## config.mk

```make
export PLATFORM = sky130hd
export DESIGN_NAME = toffoli_chi_row_wrap
export DESIGN_NICKNAME = d
export VERILOG_FILES = /design/src/rtl/toffoli_pkg.sv /design/src/rtl/toffoli_chi_row_wrap.sv /design/src/rtl/toffoli_chi_row_seq.sv
export SDC_FILE = /design/constraint.sdc
export NUM_CORES = 1
export LEC_CHECK = 0
export BUFFER_PORTS_ARGS = -buffer_cell sky130_fd_sc_hd__buf_2
export CAP_MARGIN = 5
export CORE_MARGIN = 5
export CORE_UTILIZATION = 35
export DETAILED_ROUTE_END_ITERATION = 6
export PLACE_DENSITY_LB_ADDON = 0.15
export SLEW_MARGIN = 20
export SYNTH_ARGS = -nofsm -noshare
export SYNTH_HDL_FRONTEND = slang
export SYNTH_SLANG_ARGS = --single-unit
```

## constraint.sdc

```tcl
create_clock -name clk -period 6 [get_ports clk]
set_input_delay 0 -clock clk [delete_from_list [all_inputs] [get_ports clk]]
set_output_delay 0 -clock clk [all_outputs]
set_load 0.01 [all_outputs]
```

## src/rtl/toffoli_pkg.sv

```systemverilog
// Shared types and helpers for the serial masked chi-row controller.
package toffoli_pkg;

  // Controller states; the encoding is also exported on the debug port.
  typedef enum logic [2:0] {
    ST_IDLE  = 3'd0,
    ST_ISSUE = 3'd1,
    ST_GAP   = 3'd2,
    ST_DRAIN = 3'd3,
    ST_DONE  = 3'd4
  } state_e;

  // One masked bit as a share pair {s1, s0}.
  typedef logic [1:0] share_pair_t;

  // Generic index width; it covers row widths up to 32 plus the wrap headroom.
  localparam int IDX_W = 6;

  // (i + k) mod n for i < n and k < n, using compare-and-subtract instead of a divider.
  function automatic logic [IDX_W-1:0] wrap_add(input logic [IDX_W-1:0] i,
                                                input logic [IDX_W-1:0] k,
                                                input logic [IDX_W-1:0] n);
    logic [IDX_W:0] s;
    s = {1'b0, i} + {1'b0, k};
    if (s >= {1'b0, n}) s = s - {1'b0, n};
    return s[IDX_W-1:0];
  endfunction

endpackage

```

## src/rtl/toffoli_chi_row_wrap.sv

```systemverilog
// Wrapper pairing the chi-row controller with a one-cycle two-share
// Toffoli-chi gadget, exposing only the row handshake.
module toffoli_chi_row_wrap
  import toffoli_pkg::*;
#(
  parameter int N      = 5,
  parameter int BUBBLE = 1
) (
  input  logic         clk,
  input  logic         rst,
  input  logic         in_valid,
  output logic         in_ready,
  input  logic [N-1:0] in_s0,
  input  logic [N-1:0] in_s1,
  output logic         out_valid,
  input  logic         out_ready,
  output logic [N-1:0] out_s0,
  output logic [N-1:0] out_s1,
  output state_e       dbg_state
);

  share_pair_t tof_a, tof_b, tof_c;
  share_pair_t tof_res_q;

  toffoli_chi_row_seq #(.N(N), .BUBBLE(BUBBLE)) u_seq (
    .clk       (clk),
    .rst       (rst),
    .in_valid  (in_valid),
    .in_ready  (in_ready),
    .in_s0     (in_s0),
    .in_s1     (in_s1),
    .out_valid (out_valid),
    .out_ready (out_ready),
    .out_s0    (out_s0),
    .out_s1    (out_s1),
    .tof_a     (tof_a),
    .tof_b     (tof_b),
    .tof_c     (tof_c),
    .tof_res   (tof_res_q),
    .dbg_state (dbg_state)
  );

  // Functional gadget: a ^ (~b & c) with ~b applied to share 0 only; a hardened
  // gadget with fresh randomness can replace this block with the same timing.
  always_ff @(posedge clk) begin
    if (rst) begin
      tof_res_q <= '0;
    end else begin
      tof_res_q[0] <= tof_a[0] ^ (~tof_b[0] & tof_c[0]) ^ (~tof_b[0] & tof_c[1]);
      tof_res_q[1] <= tof_a[1] ^ (tof_b[1] & tof_c[0]) ^ (tof_b[1] & tof_c[1]);
    end
  end

endmodule

```

## src/rtl/toffoli_chi_row_seq.sv

```systemverilog
// Serial controller: evaluates one masked chi row, one bit-operation per issue
// slot, through a single external two-share Toffoli-chi gadget.
//
// Handshake: a transfer happens on a rising edge where valid and ready are both
// high; valid never depends on ready, and data is held stable while valid is high
// and ready is low.
module toffoli_chi_row_seq
  import toffoli_pkg::*;
#(
  parameter int N      = 5,
  parameter int BUBBLE = 1
) (
  input  logic         clk,
  input  logic         rst,
  input  logic         in_valid,
  output logic         in_ready,
  input  logic [N-1:0] in_s0,
  input  logic [N-1:0] in_s1,
  output logic         out_valid,
  input  logic         out_ready,
  output logic [N-1:0] out_s0,
  output logic [N-1:0] out_s1,
  output share_pair_t  tof_a,
  output share_pair_t  tof_b,
  output share_pair_t  tof_c,
  input  share_pair_t  tof_res,
  output state_e       dbg_state
);

  localparam int IW = $clog2(N);

  state_e         state_q, state_d;
  logic [IW-1:0]  idx_q, idx_d;
  logic [IW-1:0]  idx_p1, idx_p2;
  logic [N-1:0]   row_s0_q, row_s0_d;
  logic [N-1:0]   row_s1_q, row_s1_d;
  logic [N-1:0]   res_s0_q, res_s1_q;
  logic           issue;
  logic           issue_q;
  logic [IW-1:0]  cap_idx_q;

  // Neighbour indices (i+1) and (i+2) modulo N for the current issue.
  assign idx_p1 = IW'(wrap_add(IDX_W'(idx_q), IDX_W'(1), IDX_W'(N)));
  assign idx_p2 = IW'(wrap_add(IDX_W'(idx_q), IDX_W'(2), IDX_W'(N)));

  // The result register is always visible; out_valid alone gates its meaning.
  assign out_s0    = res_s0_q;
  assign out_s1    = res_s1_q;
  assign dbg_state = state_q;

  // Next-state and outputs; gadget operands are zero outside ISSUE so no two
  // operations ever share a cycle on the gadget inputs.
  always_comb begin
    state_d   = state_q;
    idx_d     = idx_q;
    row_s0_d  = row_s0_q;
    row_s1_d  = row_s1_q;
    in_ready  = 1'b0;
    out_valid = 1'b0;
    issue     = 1'b0;
    tof_a     = '0;
    tof_b     = '0;
    tof_c     = '0;
    case (state_q)
      ST_IDLE: begin
        in_ready = 1'b1;
        if (in_valid) begin
          row_s0_d = in_s0;
          row_s1_d = in_s1;
          idx_d    = '0;
          state_d  = ST_ISSUE;
        end
      end
      ST_ISSUE: begin
        issue = 1'b1;
        tof_a = {row_s1_q[idx_q],  row_s0_q[idx_q]};
        tof_b = {row_s1_q[idx_p1], row_s0_q[idx_p1]};
        tof_c = {row_s1_q[idx_p2], row_s0_q[idx_p2]};
        if (idx_q == IW'(N - 1)) begin
          state_d = ST_DRAIN;
        end else begin
          idx_d   = idx_q + IW'(1);
          state_d = (BUBBLE != 0) ? ST_GAP : ST_ISSUE;
        end
      end
      ST_GAP:   state_d = ST_ISSUE;
      ST_DRAIN: state_d = ST_DONE;
      ST_DONE: begin
        out_valid = 1'b1;
        if (out_ready) state_d = ST_IDLE;
      end
      default:  state_d = ST_IDLE;
    endcase
  end

  // State, index and operand row registers.
  always_ff @(posedge clk) begin
    if (rst) begin
      state_q  <= ST_IDLE;
      idx_q    <= '0;
      row_s0_q <= '0;
      row_s1_q <= '0;
    end else begin
      state_q  <= state_d;
      idx_q    <= idx_d;
      row_s0_q <= row_s0_d;
      row_s1_q <= row_s1_d;
    end
  end

  // Gadget result capture one cycle after each issue, independent of state.
  always_ff @(posedge clk) begin
    if (rst) begin
      issue_q   <= 1'b0;
      cap_idx_q <= '0;
      res_s0_q  <= '0;
      res_s1_q  <= '0;
    end else begin
      issue_q   <= issue;
      cap_idx_q <= idx_q;
      if (issue_q) begin
        res_s0_q[cap_idx_q] <= tof_res[0];
        res_s1_q[cap_idx_q] <= tof_res[1];
      end
    end
  end

endmodule

```

# Yosys cells after proc, flatten, opt, wreduce, memory -nomap -nowiden
# Cells that the tools add are included.
# Widths: inputs -> output; s select.
[op_classes]
n_lt_le_gt_ge = 7
n_reduce_logical = 6
n_mux = 31
n_bitwise = 9
n_eq_ne = 8
addsub = 5
[op_table]
columns = ["operator", "n"]
rows = [
  ["$bmux 1 s3", 6],
  ["$mux 3", 6],
  ["$lt 3x4->1 const B", 4],
  ["$pmux 3 s5", 1],
  ["$mux 1", 11],
  ["$bwmux 5", 2],
  ["$ge 4x3->1 const B", 2],
  ["$eq 3x2->1 const B", 2],
  ["$eq 3x3->1 const B", 2],
  ["$mux 2", 3],
  ["$ne 2x2->1 const B", 3],
  ["$pmux 3 s2", 1],
  ["$sub 3x3->3 const B", 2],
  ["$add 3x1->4 const B", 1],
  ["$add 3x2->4 const B", 1],
  ["$and 1x1->1", 4],
  ["$reduce_and 2->1", 2],
  ["$xor 1x1->1", 4],
  ["$add 3x1->3 const B", 1],
  ["$demux 1 s3", 1],
  ["$eq 3x1->1 const B", 1],
  ["$ge 3x1->1 const B", 1],
  ["$logic_not 3->1", 1],
  ["$reduce_and 3->1", 1],
  ["other kinds (3)", 3],
]
[word_totals]
output_inout_bits = 15
regBits = 32
input_bits = 14
elab_cells = 75

# Depth between registers and ports, before layout
# Gate-level depths: netlist (run 1).
[depth]
depth_word = 10
ltp_mapped = 12
depth_no_buf = 11

# Modules after synthesis
# From an unflattened synthesis (run 1), not the netlist that was laid out.
[unflattened]
cells_unflattened = 190
area_unflattened_um2 = 1746.7
[modules_own_cells]
columns = ["mod", "area_per_inst_um2", "cells_each", "seq_area_each_um2", "instances"]
rows = [
  ["toffoli_chi_row_seq", 1654.1, 180, 600.6, 1],
  ["toffoli_chi_row_wrap", 92.6, 10, 40.0, 1],
]

# Worst setup path before layout (run 1)
# Ideal clock, no wire load.
[synth_timing]
path_kind = "register to register"
from = "register u_seq.idx_q[1]"
to = "register tof_res_q[0]"
path_slack_ns = 3.050
n_path_buf = 2
setup_time_ns = 0.070
period_less_slack_ns = 2.950
path_stages_with_launch = 12
arrival_ns = 2.880
t_required_ns = 5.930
path_cell_list = "dfxtp_1 > clkbuf_1 > inv_1 > ha_1 > buf_2 > mux2_1 > or3_1 > nand4_1 > xor2_1 > o211ai_1 > or4_1 > a21oi_1"
[synth_between]
elab_chain_cells = 10
[synth_lines]
columns = ["element", "line_no", "source"]
rows = [
  ["from (decl)", "toffoli_chi_row_seq.sv:33", "logic [IW-1:0] idx_q, idx_d;"],
  ["from (signal assigned)", "toffoli_chi_row_seq.sv:105", "idx_q <= idx_d;"],
  ["$add 3x1->4", "toffoli_pkg.sv:24", "s = {1'b0, i} + {1'b0, k};"],
  ["$ge 4x3->1 or $sub 3x3->3 (tied branches)", "toffoli_pkg.sv:25", "if (s >= {1'b0, n}) s = s - {1'b0, n};"],
  ["$mux 3", "toffoli_pkg.sv:25", ""],
  ["$bmux 1 s3", "toffoli_chi_row_seq.sv:77", "tof_b = {row_s1_q[idx_p1], row_s0_q[idx_p1]};"],
  ["$mux 1 (not written as such)", "toffoli_chi_row_seq.sv:77", ""],
  ["$mux 2", "toffoli_chi_row_seq.sv:64", "case (state_q)"],
  ["$not 1->1", "toffoli_chi_row_wrap.sv:49", "tof_res_q[0] <= tof_a[0] ^ (~tof_b[0] & tof_c[0]) ^ (~tof_b[0] & tof_c[1]);"],
  ["$and 1x1->1", "toffoli_chi_row_wrap.sv:49", ""],
  ["$xor 1x1->1", "toffoli_chi_row_wrap.sv:49", ""],
  ["$xor 1x1->1 *", "toffoli_chi_row_wrap.sv:49", ""],
  ["to (signal assigned)", "toffoli_chi_row_wrap.sv:49", ""],
  ["to (decl)", "toffoli_chi_row_wrap.sv:23", "share_pair_t tof_res_q;"],
]
# Every way passes the cells marked *; elsewhere a longest branch is shown, timed or not. The select of a mux whose other input is x is not followed.
# A chain may end at the register's enable or synchronous reset.

# Worst setup path in the final report (run 1)
[layout_timing]
from = "register u_seq.idx_q[0]"
to = "register tof_res_q[0]"
# The elaborated chain is that of the path after synthesis.

==> impl_metrics.py, run 1 <==
metrics = {
    "power": {
        "leakagePower_nw": 0.874,
        "ir_drop_uv": 160,
        "p_total_uw": 540,
        "p_per_area_nw_per_um2": 249,
    },
    "logic_synthesis": {
        "synth_common_cells": "dfxtp_1, nand2_1, mux2i_1",
        "synth-edff-count": 0,
        "yosysMostFrequentCell": "dfxtp_1",
        "synth_cell_type_count": 44,
        "netlist_area_um2": 1760,
        "synthArstFlopShare_pct": 0,
        "synthCells": 201,
        "ys_seq_area_share_pct": 36.4,
        "synth_top_area_share_pct": 36.4,
        "syn_area_per_cell_um2": 8.76,
        "ys.flop_type": "dfxtp_1",
        "yosys.area.top_type": "dfxtp_1",
        "synth-seq-cells": 32,
        "yosys_warnings": 0,
        "syn_nets": 221,
        "synth_area_leaders": "dfxtp_1, mux2i_1, nand2_1, a21oi_1, nor2_1",
    },
    "grt": {
        "gr-total-overflow": 0,
        "globalRouteTotalUtil_pct": 13.5,
        "grt_max_degree": 29,
        "grt_pass1_vias": 1518,
        "antenna_found_initial": 0,
        "grt_pass1_wl_um": 6870,
    },
    "final_layout": {
        "final_nets": 257,
        "drive_gt1_share_pct": 18.9,
        "diodes": 0,
        "fin_area_um2": 2170,
        "area_delta_synth_final_pct": 23.4,
        "fin_cells": 305,
    },
    "timing": {
        "slew_headroom_pct": 57.5,
        "rsz0062_at_grt": "false",
        "hold_viol": 0,
        "skew_ns": 0.00541,
        "min_period_over_period_pct": 55.8,
        "finalSetupViolCount": 0,
        "clock.fmax_mhz": 299,
        "tightest_slew_ns": 0.637,
        "setup_tns_ns": 0,
        "slew_violations": 0,
        "fin_ws_ns": 2.65,
        "period_needed_ns": 3.35,
    },
    "die": {
        "start_util_pct": 36.5,
        "die_w_um": 80.9,
        "core_um2": 4820,
        "rows": 25,
        "die_h_um": 80.9,
        "die_area_um2": 6550,
        "io_pins": 29,
    },
    "drt": {
        "num_vias": 1485,
        "wl_per_cell_um": 12.8,
        "via_per_inst": 4.87,
        "remaining_drc_errors": 0,
        "dr.pass1.iters": 5,
        "postRouteAntennaNets": 0,
        "wirelength_um": 3920,
        "first_iter_violations": 67,
    },
    "clocking": {
        "cts_setup_buffers": 0,
        "clock-sinks": 32,
        "cts_tree": "done",
        "clock_latency_ns": 0.28,
        "clk_path_buf_depth": 2,
        "cts_buffers": 5,
        "root_buffer": "clkbuf_8",
        "htree_levels": 2,
        "clk_pin_slew_ns": 0.07,
    },
    "setup_path": {
        "critPathMaxFanout": 19,
        "reg2reg_depth": 9,
        "crit_required_ns": 6.21,
        "worstReg2RegEnd": "tof_res_q[0]",
        "r2r-start": "u_seq.idx_q[0]",
        "critPathLaunch": "u_seq.idx_q[0]",
        "crit_arrival_ns": 3.56,
        "critical-path-slowest-cell": "dfxtp_1",
        "r2r_setup_slack_ns": 2.65,
        "crit_path_cell_trace": "inv_2 > ha_1 > mux2_1 > or3_1 > nand4_1 > xor2_1 > o211ai_1 > or4_1 > a21oi_1",
        "endpoint": "tof_res_q[0]",
        "criticalPathCategory": "flop to flop",
        "cp-end-kind": "flop",
        "critical_path.startpoint_type": "flop",
        "slowest_delay_ns": 0.73,
    },
    "placed_design": {
        "io_buffer_count": 28,
        "dp_cells": 287,
        "finalWeightedCongestion": 0.815,
        "dpl.hpwl_um": 2780,
        "place_area_um2": 1950,
        "place_ws_ns": 2.69,
    },
    "job": {
        "maxCapViolCount": 0,
    },
    "outcome": {
        "status": "finished, final reports clean",
    },
    "worst_hold_path": {
        "hp-class": "input port to flop",
    },
}
==> where the power goes <==
group	internal (mW)	leakage (nW)	total (mW)	switching [mW]
registers	0.221	0.260	0.236	0.0152
logic	0.0376	0.549	0.0796	0.0420
clock network	0.146	0.0645	0.224	0.0779
total	0.405	0.874	0.540	0.135
==> placed cells by master, fill, tap and decap left out, drive strengths merged, types with 2 or more instances in the layout <==
master       instances
mux2                 4
mux4                 2
ha                   5
nand2b               6
nand2               28
buf                 28
mux2i               19
nor3                 9
nand3                3
or4                  2
inv                  5
a21oi               18
nor2b                4
dfxtp               32
o22ai                2
nor3b                6
dlygate4sd3         10
xnor2                2
or3                  3
o21ai                4
nand3b               3
a22oi                2
nor2                17
clkbuf               7
==> cells by family after synthesis <==
kind of cell             synth area share [%]
AND/OR/NAND/NOR                          25.6
AO/OA/AOI/OAI                            12.7
flip-flops                               36.4
multiplexers                             15.9
buffers and inverters                    3.27
adder cells (fa/ha/maj)                  4.69
XOR/XNOR                                 1.49
==> worst min path at each step <==
stage	slack (ns)	endpoint	startpoint	cells after the start
after floorplan	0.14	u_seq.row_s0_q[0]	in_s0[0]	2
after global placement	0.24	u_seq.row_s0_q[2]	in_s0[2]	3
after detailed placement	0.25	u_seq.row_s0_q[2]	in_s0[2]	3
after CTS	0.005	u_seq.dbg_state[2]	out_ready	3
after global routing	0.04	u_seq.dbg_state[2]	out_ready	3
final	0.02	u_seq.dbg_state[2]	out_ready	3
==> critical path: cells and delay by family (launching register included) <==
kind	cells	cell delay, ns
AOI/OAI and AO/OA	2	0.28
xor gates and xnor gates	1	0.19
adders and majority gates	1	0.55
buffers and inverters	1	0.24
DFF	1	0.73
muxes	1	0.35
and+or+nand+nor	3	0.94
==> stage by stage <==
step	hold slack (ns)	utilization, %
floorplan	0.136	-
global placement	0.243	40.4
detailed placement	0.246	40.4
CTS	0.00545	45.1
global route	0.0377	45.1
finish	0.0172	45.1
==> sequential cells by signal (all words and copies together) (netlist names), 2 cells and up <==
name,count
u_seq.row_s1_q,5
u_seq.out_s0,5
u_seq.out_s1,5
u_seq.cap_idx_q,3
u_seq.idx_q,3
u_seq.row_s0_q,5
u_seq.dbg_state,3
tof_res_q,2
==> layout make-up <==
| type | count | area [µm²] |
|---|---|---|
| clock inverter | 1 | 30.0 |
| multi-input combinational | 155 | 1060 |
| inverter | 5 | 18.8 |
| timing repair buffer | 38 | 240 |
| clock buffer | 7 | 96.3 |
| sequential | 32 | 641 |
| fill | 521 | 2650 |
| tap | 67 | 83.8 |
==> metal layers <==
| metal | track usage [%] | wire length, µm | up-vias |
|---|---|---|---|
| li1 | - | - | 785 |
| met1 | 17.4 | 1960 | 666 |
| met2 | 22.1 | 1750 | 32 |
| met3 | 3.33 | 189 | 2 |
| met4 | 4.56 | 18 | 0 |
| met5 | 0 | 0 | - |
==> what timing repair did <==
action / 4_1_cts / 5_1_grt
hold buffers: 10 / 0
resized for setup: 0 / 0
hold endpoints to repair: 10 / 0
(Power assumes the default switching activity.)
==> run 2: changes to the inputs <==
clock period = 3.1 ns   (was 6 ns; I/O delays follow)
==> run 2 against run 1 <==
Final cell count grew 2.3%. Die area did not move. Combinational power up 120%. Sequential share of layout area shrank 0.63 points. Cell area increased by 2.2%. Total power up 89%. Fmax up 19%. Critical path type unchanged. Largest power group unchanged.
==> impl_metrics.py, run 2 (synthesis results as in run 1) <==
metrics = {
    "outcome": {
        "status": "finished, final reports clean",
    },
    "grt": {
        "grt_pass1_vias": 1439,
        "antenna_found_initial": 0,
        "grt_max_degree": 29,
        "globalRouteTotalUtil_pct": 13.9,
        "gr-total-overflow": 0,
        "grt_pass1_wl_um": 6930,
    },
    "clocking": {
        "clock_latency_ns": 0.29,
        "root_buffer": "clkbuf_8",
        "clk_pin_slew_ns": 0.07,
        "htree_levels": 2,
        "cts_buffers": 5,
        "clock-sinks": 32,
        "cts_tree": "done",
        "clk_path_buf_depth": 2,
    },
    "final_layout": {
        "n_fill_cell": 487,
        "fin_cells": 312,
        "multi_input_area_um2": 1070,
        "area_delta_synth_final_pct": 26.1,
        "final_common_cell": "dfxtp_1",
        "diodes": 0,
        "final_cell_mix": "dfxtp_1, nand2_1, buf_2",
        "drive_gt1_share_pct": 20.8,
        "regArea_um2": 641,
        "final_nets": 264,
    },
    "timing": {
        "rsz0062_at_grt": "false",
        "clock.fmax_mhz": 356,
        "tightest_slew_ns": 0.544,
        "skew_ns": 0.00717,
        "min_period_over_period_pct": 90.7,
        "slew_violations": 0,
        "slew_headroom_pct": 63.4,
        "fin_ws_ns": 0.289,
        "finalSetupViolCount": 0,
        "setup_tns_ns": 0,
        "hold_ws_ns": 0.137,
        "hold_viol": 0,
        "period_needed_ns": 2.81,
    },
    "die": {
        "start_util_pct": 36.5,
        "die_area_um2": 6550,
        "die_w_um": 80.9,
        "core_um2": 4820,
        "die_h_um": 80.9,
        "io_pins": 29,
        "rows": 25,
    },
    "setup_path": {
        "cp-end-kind": "flop",
        "critPathMaxFanout": 10,
        "critical_path.startpoint_type": "flop",
        "crit_arrival_ns": 3.03,
        "crit_required_ns": 3.32,
        "criticalPathCategory": "flop to flop",
    },
    "placed_design": {
        "dpl.hpwl_um": 2900,
        "finalWeightedCongestion": 0.872,
        "place_ws_ns": 0.265,
        "dp_cells": 293,
        "io_buffer_count": 28,
    },
    "drt": {
        "via_per_inst": 4.90,
        "postRouteAntennaNets": 0,
        "first_iter_violations": 63,
        "wl_per_cell_um": 12.8,
        "remaining_drc_errors": 0,
        "dr.pass1.iters": 4,
        "wirelength_um": 3990,
        "num_vias": 1530,
    },
    "power": {
        "ir_drop_uv": 315,
        "p_total_mw": 1.02,
        "leakagePower_nw": 0.900,
        "p_per_area_nw_per_um2": 461,
    },
    "job": {
        "maxCapViolCount": 0,
    },
    "worst_hold_path": {
        "hp-class": "input port to flop",
    },
}
[run 2: cell count changes in the layout (fill, tap and decap cells not counted), sizes merged]
cell | before | now
buf | 28 | 34
clkbuf | 7 | 5
clkinv | 0 | 1
clkinvlp | 0 | 1
dlygate4sd3 | 10 | 11
[run 2: final timing paths]
| path | startpoint | endpoint | slack (ns) | cells past startpoint |
|---|---|---|---|---|
| worst min register to register | u_seq.out_s0[2] | u_seq.out_s0[2] | 0.49 | 2 |
| worst min-delay path | in_valid | u_seq.issue_q | 0.14 | 3 |
| worst max register to register | u_seq.idx_q[0] | tof_res_q[0] | 0.29 | 11 |
| worst max-delay path | u_seq.idx_q[0] | tof_res_q[0] | 0.29 | 11 |
[run 2: power breakdown]
| group | total, mW | leakage (nW) | internal [mW] | switching (mW) |
|---|---|---|---|---|
| clock network | 0.403 | 0.0541 | 0.238 | 0.166 |
| registers | 0.448 | 0.260 | 0.428 | 0.0201 |
| logic | 0.172 | 0.586 | 0.0807 | 0.0913 |
[run 2: critical path: stages, from the launching register on]
cell	delay, ns
dfxtp_1	0.32
inv_2	0.16
ha_1	0.18
inv_1	0.05
fa_1	0.43
a21oi_4	0.24
mux2i_1	0.22
nand4_1	0.14
xor2_1	0.17
o211ai_1	0.14
or4_1	0.54
a21oi_1	0.14
[run 2: repair_timing]
item | in CTS | in global routing
buffers inserted | 0 | 0
gates resized for setup | 0 | 1
setup endpoints to repair | 0 | 1
hold buffers | 11 | 0
hold endpoints to repair | 11 | 0
[run 2: layout make-up]
cell class	count	share of cell area, %
multi-input combinational	155	48.2
sequential	32	28.9
timing repair buffer	45	13.3
tap	67	3.78
clock buffer	5	3.10
clock inverter	3	1.92
inverter	5	0.846
[run 2: routing by layer]
layer	global-route usage [%]	wire (µm)	vias up
met3	4.32	212	6
met5	0	0	-
met1	18.1	1940	684
li1	-	-	801
met4	5.07	61	0
met2	21.5	1770	39
[run 2: stage by stage]
stage / util, % / area, µm²
after floorplan: - / 1760
after global placement: 41.3 / 1990
final: 46.1 / 2220
after global routing: 46.1 / 2220
after CTS: 45.9 / 2210
after detailed placement: 41.3 / 1990
